### src/rtl/lif_step_scheduler.sv
// Time-multiplexed leaky integrate-and-fire scheduler: one shared update datapath
// walks all virtual neurons once per timestep, driven by a valid/ready current stream.
module lif_step_scheduler #(
  parameter int NUM_NEURONS       = 4,
  parameter int INPUT_WIDTH       = 8,
  parameter int POTENTIAL_WIDTH   = 16,
  parameter int THRESHOLD         = 300,
  parameter int LEAK_FACTOR       = 4,
  parameter int REFRACTORY_PERIOD = 4
) (
  input  logic                                clk,
  input  logic                                rst,
  input  logic                                step_start,
  input  logic                                clear_state,
  input  logic                                cur_valid,
  output logic                                cur_ready,
  input  logic signed [INPUT_WIDTH-1:0]       current_in,
  output logic [$clog2(NUM_NEURONS)-1:0]      cur_idx,
  output logic                                busy,
  output logic                                step_done,
  output logic [NUM_NEURONS-1:0]              spike_vec,
  input  logic [$clog2(NUM_NEURONS)-1:0]      probe_idx,
  output logic signed [POTENTIAL_WIDTH-1:0]   probe_potential
);

  localparam int IDX_W = $clog2(NUM_NEURONS);
  localparam int PW    = POTENTIAL_WIDTH;
  localparam int SW    = POTENTIAL_WIDTH + 2;
  localparam int RW    = (REFRACTORY_PERIOD < 1) ? 1 : $clog2(REFRACTORY_PERIOD + 1);

  localparam logic [IDX_W-1:0]     LAST_IDX = IDX_W'(NUM_NEURONS - 1);
  localparam logic signed [SW-1:0] SAT_MAX  = {3'b000, {(PW-1){1'b1}}};
  localparam logic signed [SW-1:0] SAT_MIN  = {3'b111, {(PW-1){1'b0}}};
  localparam logic signed [PW-1:0] THRESH   = PW'(THRESHOLD);
  localparam logic [RW-1:0]        REFRAC   = RW'(REFRACTORY_PERIOD);

  typedef enum logic [1:0] {S_IDLE, S_UPDATE, S_DONE} state_t;

  state_t                  state_q, state_d;
  logic signed [PW-1:0]    v_q [NUM_NEURONS];
  logic signed [PW-1:0]    v_d [NUM_NEURONS];
  logic [RW-1:0]           r_q [NUM_NEURONS];
  logic [RW-1:0]           r_d [NUM_NEURONS];
  logic [IDX_W-1:0]        idx_q, idx_d;
  logic [NUM_NEURONS-1:0]  spike_q, spike_d;

  logic                    hs;
  logic signed [PW-1:0]    sel_v, leak, sat_sum;
  logic [RW-1:0]           sel_r;
  logic signed [SW-1:0]    sum;
  logic                    fire;

  // State register
  always_ff @(posedge clk) begin
    if (rst) state_q <= S_IDLE;
    else     state_q <= state_d;
  end

  // Next-state logic
  always_comb begin
    state_d = state_q;
    case (state_q)
      S_IDLE:   if (step_start && !clear_state) state_d = S_UPDATE;
      S_UPDATE: if (hs && idx_q == LAST_IDX)    state_d = S_DONE;
      S_DONE:   state_d = S_IDLE;
      default:  state_d = S_IDLE;
    endcase
  end

  // Output decode
  always_comb begin
    cur_ready = (state_q == S_UPDATE);
    busy      = (state_q != S_IDLE);
    step_done = (state_q == S_DONE);
  end

  assign hs    = cur_valid && cur_ready;
  assign sel_v = v_q[idx_q];
  assign sel_r = r_q[idx_q];
  assign leak  = sel_v >>> LEAK_FACTOR;

  // Two guard bits keep V + I - leak exact before clamping back to PW bits.
  assign sum = {{2{sel_v[PW-1]}}, sel_v}
             + {{(SW-INPUT_WIDTH){current_in[INPUT_WIDTH-1]}}, current_in}
             - {{2{leak[PW-1]}}, leak};

  always_comb begin
    if (sum > SAT_MAX)      sat_sum = SAT_MAX[PW-1:0];
    else if (sum < SAT_MIN) sat_sum = SAT_MIN[PW-1:0];
    else                    sat_sum = sum[PW-1:0];
  end

  assign fire = (sat_sum >= THRESH);

  // NOTE: every _d gets its hold value first so no path through this block infers a latch;
  // blocking '=' is correct here because this is combinational next-state, not storage.
  always_comb begin
    v_d     = v_q;
    r_d     = r_q;
    idx_d   = idx_q;
    spike_d = spike_q;
    case (state_q)
      S_IDLE: begin
        if (clear_state) begin
          for (int i = 0; i < NUM_NEURONS; i++) begin
            v_d[i] = '0;
            r_d[i] = '0;
          end
          spike_d = '0;
        end else if (step_start) begin
          idx_d   = '0;
          spike_d = '0;
        end
      end
      S_UPDATE: begin
        if (hs) begin
          idx_d = idx_q + IDX_W'(1);
          if (sel_r != '0) begin
            r_d[idx_q] = sel_r - RW'(1);
            v_d[idx_q] = '0;
          end else if (fire) begin
            r_d[idx_q]     = REFRAC;
            v_d[idx_q]     = '0;
            spike_d[idx_q] = 1'b1;
          end else begin
            v_d[idx_q] = sat_sum;
          end
        end
      end
      default: ;
    endcase
  end

  // NOTE: the neuron state arrays are flops, not RAM, so they take the synchronous reset
  // like any other register; an aborted step must leave no partially updated neuron.
  always_ff @(posedge clk) begin
    if (rst) begin
      for (int i = 0; i < NUM_NEURONS; i++) begin
        v_q[i] <= '0;
        r_q[i] <= '0;
      end
      idx_q   <= '0;
      spike_q <= '0;
    end else begin
      v_q     <= v_d;
      r_q     <= r_d;
      idx_q   <= idx_d;
      spike_q <= spike_d;
    end
  end

  assign cur_idx         = idx_q;
  assign spike_vec       = spike_q;
  assign probe_potential = v_q[probe_idx];

endmodule

### config.mk
export PLATFORM = sky130hd
export DESIGN_NAME = lif_step_scheduler
export DESIGN_NICKNAME = d
export VERILOG_FILES = /design/src/rtl/lif_step_scheduler.sv
export SDC_FILE = /design/constraint.sdc
export NUM_CORES = 1
export LEC_CHECK = 0
export BUFFER_PORTS_ARGS = -buffer_cell sky130_fd_sc_hd__buf_2
export CELL_PAD_IN_SITES_DETAIL_PLACEMENT = 1
export CELL_PAD_IN_SITES_GLOBAL_PLACEMENT = 2
export CORE_AREA = 4 4 123 125
export CTS_CLUSTER_DIAMETER = 40
export CTS_CLUSTER_SIZE = 28
export DETAILED_ROUTE_END_ITERATION = 12
export DIE_AREA = 0 0 127 129
export PLACE_DENSITY_LB_ADDON = 0.1
export SLEW_MARGIN = 10
export SYNTH_ARGS = -nofsm -noshare
export SYNTH_HDL_FRONTEND = slang
export SYNTH_SLANG_ARGS = --single-unit
### constraint.sdc
create_clock -name clk -period 13.7 [get_ports clk]
set_input_delay 2.055 -clock clk [delete_from_list [all_inputs] [get_ports clk]]
set_output_delay 2.055 -clock clk [all_outputs]
set_load 0.02 [all_outputs]
==> impl_summary.md <==
Status
The flow ran to the end, and the final reports show no timing, DRC or antenna violations.

STA
The clock period minus final worst setup slack is 6.81 ns. The maximum frequency from static timing analysis is 147 MHz. Setup repair after global routing left no endpoint under its margin.

The count of final setup violators is 0. The final total negative setup slack is 0 ns. Of the available clock period, the critical path in the final layout requires 49.7%. The worst pin sits at a relative slew slack of 34.1%. The number of slew-limit violations in the final report was 0. Between clock sinks in the finished design, the worst skew comes to 0.0104 ns. The actual transition at the worst max-transition pin is 0.988 ns. The final hold violation count came to 0.

Routing
The first TritonRoute pass finished after 5 iterations. The aggregate routed wire length is 17.4 mm. In the final routed layout, each cell accounts on average for 21.6 µm. Once detail routing completed, the nets flagged for antenna violations numbered 0. The total via count after detailed routing is 4725. For this run, design rule violations remaining after detail routing come to 0.

After detailed routing, the number of vias per cell comes to 5.87. The count of routing violations after the opening detailed-route iteration is 318.

Global routing
The via count of the first global-routing pass is 4822. Global routing consumed, over all layers together, 21.8% of the routing resources. The number of antenna violations at the first check in global routing is 0. The largest net degree at the start of global routing is 32.

The total congestion overflow after global routing is 0. The first global-routing pass estimated 27.4 mm of wire.

Yosys
The synthesized netlist cell count is 595. In this run the cell area of the synthesized design comes to 0.00554 mm². Yosys printed 0 warnings.

The count of state elements after synthesis is 84. The most used flip-flop cell after synthesis is sky130_fd_sc_hd__dfxtp_1. The netlist uses 55 different library cells. Averaged over all synthesized cells, the footprint is 9.31 µm². The number of nets produced by synthesis is 651. The share of the Yosys chip area taken by registers is 30.3%. The synthesized design contains 0 enable-type register cells. The share of synthesized flip-flops with an asynchronous set or reset is 0%.

Floorplanning
The die covers 0.0164 mm². Pin placement for this block handled 40 I/O pins. The initial core utilization is 39.9%.

After floorplanning, the core was sized to cover 0.0139 mm². The die is 129 µm tall. The die extent in x is 127 µm.

The number of cell rows is 43.

Clock network
The TritonCTS clock tree is done. The clock buffer count from CTS is 9. After clock tree synthesis, the clock-pin slew on the worst setup and hold paths is 0.07 ns. The buffer levels on the longest clock path is 2. Counting every sink on the clock net gives 84. In this run the post-CTS setup repair buffer count came out at 0. Once the clock tree was built, the resizer swapped 0 gates to a different size. Clock latency on the worst-skew pair, taken at its later pin, is 0.34 ns. The clock tree synthesis step divided the H-tree into 3 levels. The root buffer cell chosen for the clock tree is sky130_fd_sc_hd__clkbuf_16. The number of buffers added to fix hold violations after cts is 0.

Placement
The count of buffers inserted at the top-level ports is 39. At the end of routability-driven placement, the weighted congestion stood at 0.936. The wire-length estimate of the detail-placed layout is 13.1 mm.

Worst setup path
Walking the worst path, the cells encountered are buf_4 -> mux4_2 -> fa_1 -> inv_1 -> fa_1 -> a211o_1 -> a21o_1 -> a211oi_1 -> or4b_1 -> a31oi_1 -> o311ai_1 -> o31ai_4 -> and2_1 -> a32o_1. The most numerous cell on the critical path is sky130_fd_sc_hd__fa_1. The setup check on the worst reg-to-reg path leaves a slack of 6.89 ns.

The cell depth of the worst flop-to-flop path is 14. For the worst setup path, the data required time is 13.98 ns. The peak per-stage delay on the critical path is 0.83 ns. Along the worst path, the maximum fanout reaches 24.

The type of the worst setup path is reg -> reg. STA classifies the critical path endpoint as a register. At the worst endpoint, the arrival time is 7.09 ns.

The nature of the critical path startpoint is a register. The cell with the largest stage delay on the worst path is sky130_fd_sc_hd__dfxtp_1.

Layout
At the end of the flow the core is filled with cells to 44.3%. The number of nets at the end of the flow is 676. Of the cells placed in the final design, the portion with a size suffix greater than 1 is 17.4%. The flip-flop and latch area is 0.00168 mm².

The repair_antennas step left the layout with diodes totalling 0. The area overhead of the layout relative to synthesis is 11.1%. The filler cell count in the final layout is 1613. In the final layout, the multi-input gates occupy 0.00346 mm².

Run
Across the run, the number of max-cap violations was 0.

Pwr
VDD sags by at most 64.9 µV. The net switching fraction of the power is 34.9%. The leakage power figure is 2.36 nW. The power per cell area is 112 mW/mm². The sequential share of power is 36.0%. The clock share of power is 36.0%. The internal power of the cells totals 0.448 mW.

The proportion of power drawn by combinational gates is 28.0%. The net switching power of the design is 0.241 mW.

Worst hold path
The cell count of the worst hold path is 2. The path type of the worst min-delay path is reg -> reg.
-- final cells by class --
class                   count  share of cell area (%)
multi-input cells         411                    56.3
flip-flops and latches     84                    27.3
inverters                  73                    4.45
clock buffers              10                    3.72
well taps                 180                    3.66
repair buffers             41                    3.42
clock inverters             6                    1.14
-- worst max-delay path: cells and delay by family, from the launching register on --
| family | cells | cell delay [ns] |
|---|---|---|
| flops | 1 | 0.83 |
| compound gates | 7 | 2.50 |
| fa+ha+maj | 2 | 1.02 |
| mux | 1 | 0.62 |
| buf+inv | 2 | 0.46 |
| simple gates | 2 | 1.29 |
-- stage by stage --
stage	hold slack [ns]	power [mW]	instance area (µm²)	cells	worst slack (ns)
6_report	0.462	0.689	6150	805	6.89
2_1_floorplan	0.435	0.390	5540	595	8.05
5_1_grt	0.484	0.725	6150	805	6.53
3_3_place_gp	0.445	0.441	5860	789	6.73
4_1_cts	0.465	0.692	6150	805	6.88
3_5_place_dp	0.456	0.444	5860	789	6.56
-- layout by cell type (no fill, tap or decap), types with 5 or more instances in the layout --
cell                         n
sky130_fd_sc_hd__nand3_1    10
sky130_fd_sc_hd__a32o_1     23
sky130_fd_sc_hd__nand2b_1   12
sky130_fd_sc_hd__o21ai_0    16
sky130_fd_sc_hd__xnor2_1    11
sky130_fd_sc_hd__clkbuf_16   9
sky130_fd_sc_hd__inv_1      72
sky130_fd_sc_hd__buf_2      39
sky130_fd_sc_hd__nor2_1     25
sky130_fd_sc_hd__o21ai_1    33
sky130_fd_sc_hd__a211oi_1    5
sky130_fd_sc_hd__mux4_2     35
sky130_fd_sc_hd__nor3_1      7
sky130_fd_sc_hd__nand2_1    60
sky130_fd_sc_hd__a21oi_1    35
sky130_fd_sc_hd__ha_1       26
sky130_fd_sc_hd__a22o_1      7
sky130_fd_sc_hd__a21o_1      9
sky130_fd_sc_hd__fa_1       15
sky130_fd_sc_hd__dfxtp_1    84
sky130_fd_sc_hd__o32ai_1     8
-- power by group through the flow --
stage | Sequential [mW] | Combinational, mW | Clock [mW]
floorplan | 0.253 | 0.137 | 0
detailed placement | 0.253 | 0.190 | 0
global route | 0.248 | 0.212 | 0.265
finish | 0.248 | 0.193 | 0.248
CTS | 0.248 | 0.192 | 0.253
global placement | 0.253 | 0.188 | 0
-- logic make-up (layout without fill, tap and decap cells) --
logic type,after synthesis,count (layout),share of synthesized area (%)
AO/OA/AOI/OAI,177,177,22.2
XOR/XNOR,14,14,2.21
adder cells (fa/ha/maj),41,41,11.3
buffers and inverters,100,130,7.32
flip-flops,84,84,30.3
multiplexers,36,36,14.4
AND/OR/NAND/NOR,143,143,12.2
-- sequential cells by signal, summed over array words and instances (netlist names) --
name / flops
spike_vec: 4
v_q: 64
cur_idx: 2
state_q: 2
r_q: 12
-- layer usage --
layer / wire (µm) / track usage (%) / up-vias
met5: 0 / 0 / -
met4: 275 / 5.80 / 0
met3: 530 / 2.74 / 20
met2: 7970 / 34.5 / 86
met1: 8600 / 31.6 / 2402
li1: - / - / 2217
-- final timing paths --
| kind | from | end |
|---|---|---|
| worst max-delay path | cur_idx[1] | v_q[57] |
| worst min-delay path | v_q[27] | v_q[27] |
| worst max register to register | cur_idx[1] | v_q[57] |
| worst min register to register | v_q[27] | v_q[27] |
-- cells in the mapped netlist (4+ instances only) --
master,count,area [µm²]
sky130_fd_sc_hd__a211oi_1,5,37.5
sky130_fd_sc_hd__a21boi_0,4,30.0
sky130_fd_sc_hd__a21o_1,9,67.6
sky130_fd_sc_hd__a21oi_1,35,175
sky130_fd_sc_hd__a22o_1,7,61.3
sky130_fd_sc_hd__a31o_2,4,35.0
sky130_fd_sc_hd__a32o_1,23,230
sky130_fd_sc_hd__and2_1,4,25.0
sky130_fd_sc_hd__buf_1,4,15.0
sky130_fd_sc_hd__clkbuf_1,18,67.6
sky130_fd_sc_hd__dfxtp_1,84,1680
sky130_fd_sc_hd__fa_1,15,300
sky130_fd_sc_hd__ha_1,26,325
sky130_fd_sc_hd__inv_1,72,270
sky130_fd_sc_hd__mux4_2,35,788
sky130_fd_sc_hd__nand2_1,60,225
sky130_fd_sc_hd__nand2b_1,12,75.1
sky130_fd_sc_hd__nand3_1,10,50.1
sky130_fd_sc_hd__nand3_2,4,40.0
sky130_fd_sc_hd__nor2_1,28,105
sky130_fd_sc_hd__nor3_1,7,35.0
sky130_fd_sc_hd__o21a_1,4,30.0
sky130_fd_sc_hd__o21ai_0,16,80.1
sky130_fd_sc_hd__o21ai_1,33,165
sky130_fd_sc_hd__o2bb2ai_1,4,35.0
sky130_fd_sc_hd__o32ai_1,8,70.1
sky130_fd_sc_hd__or2_2,4,25.0
sky130_fd_sc_hd__xnor2_1,11,96.3
(Power assumes the default switching activity.)
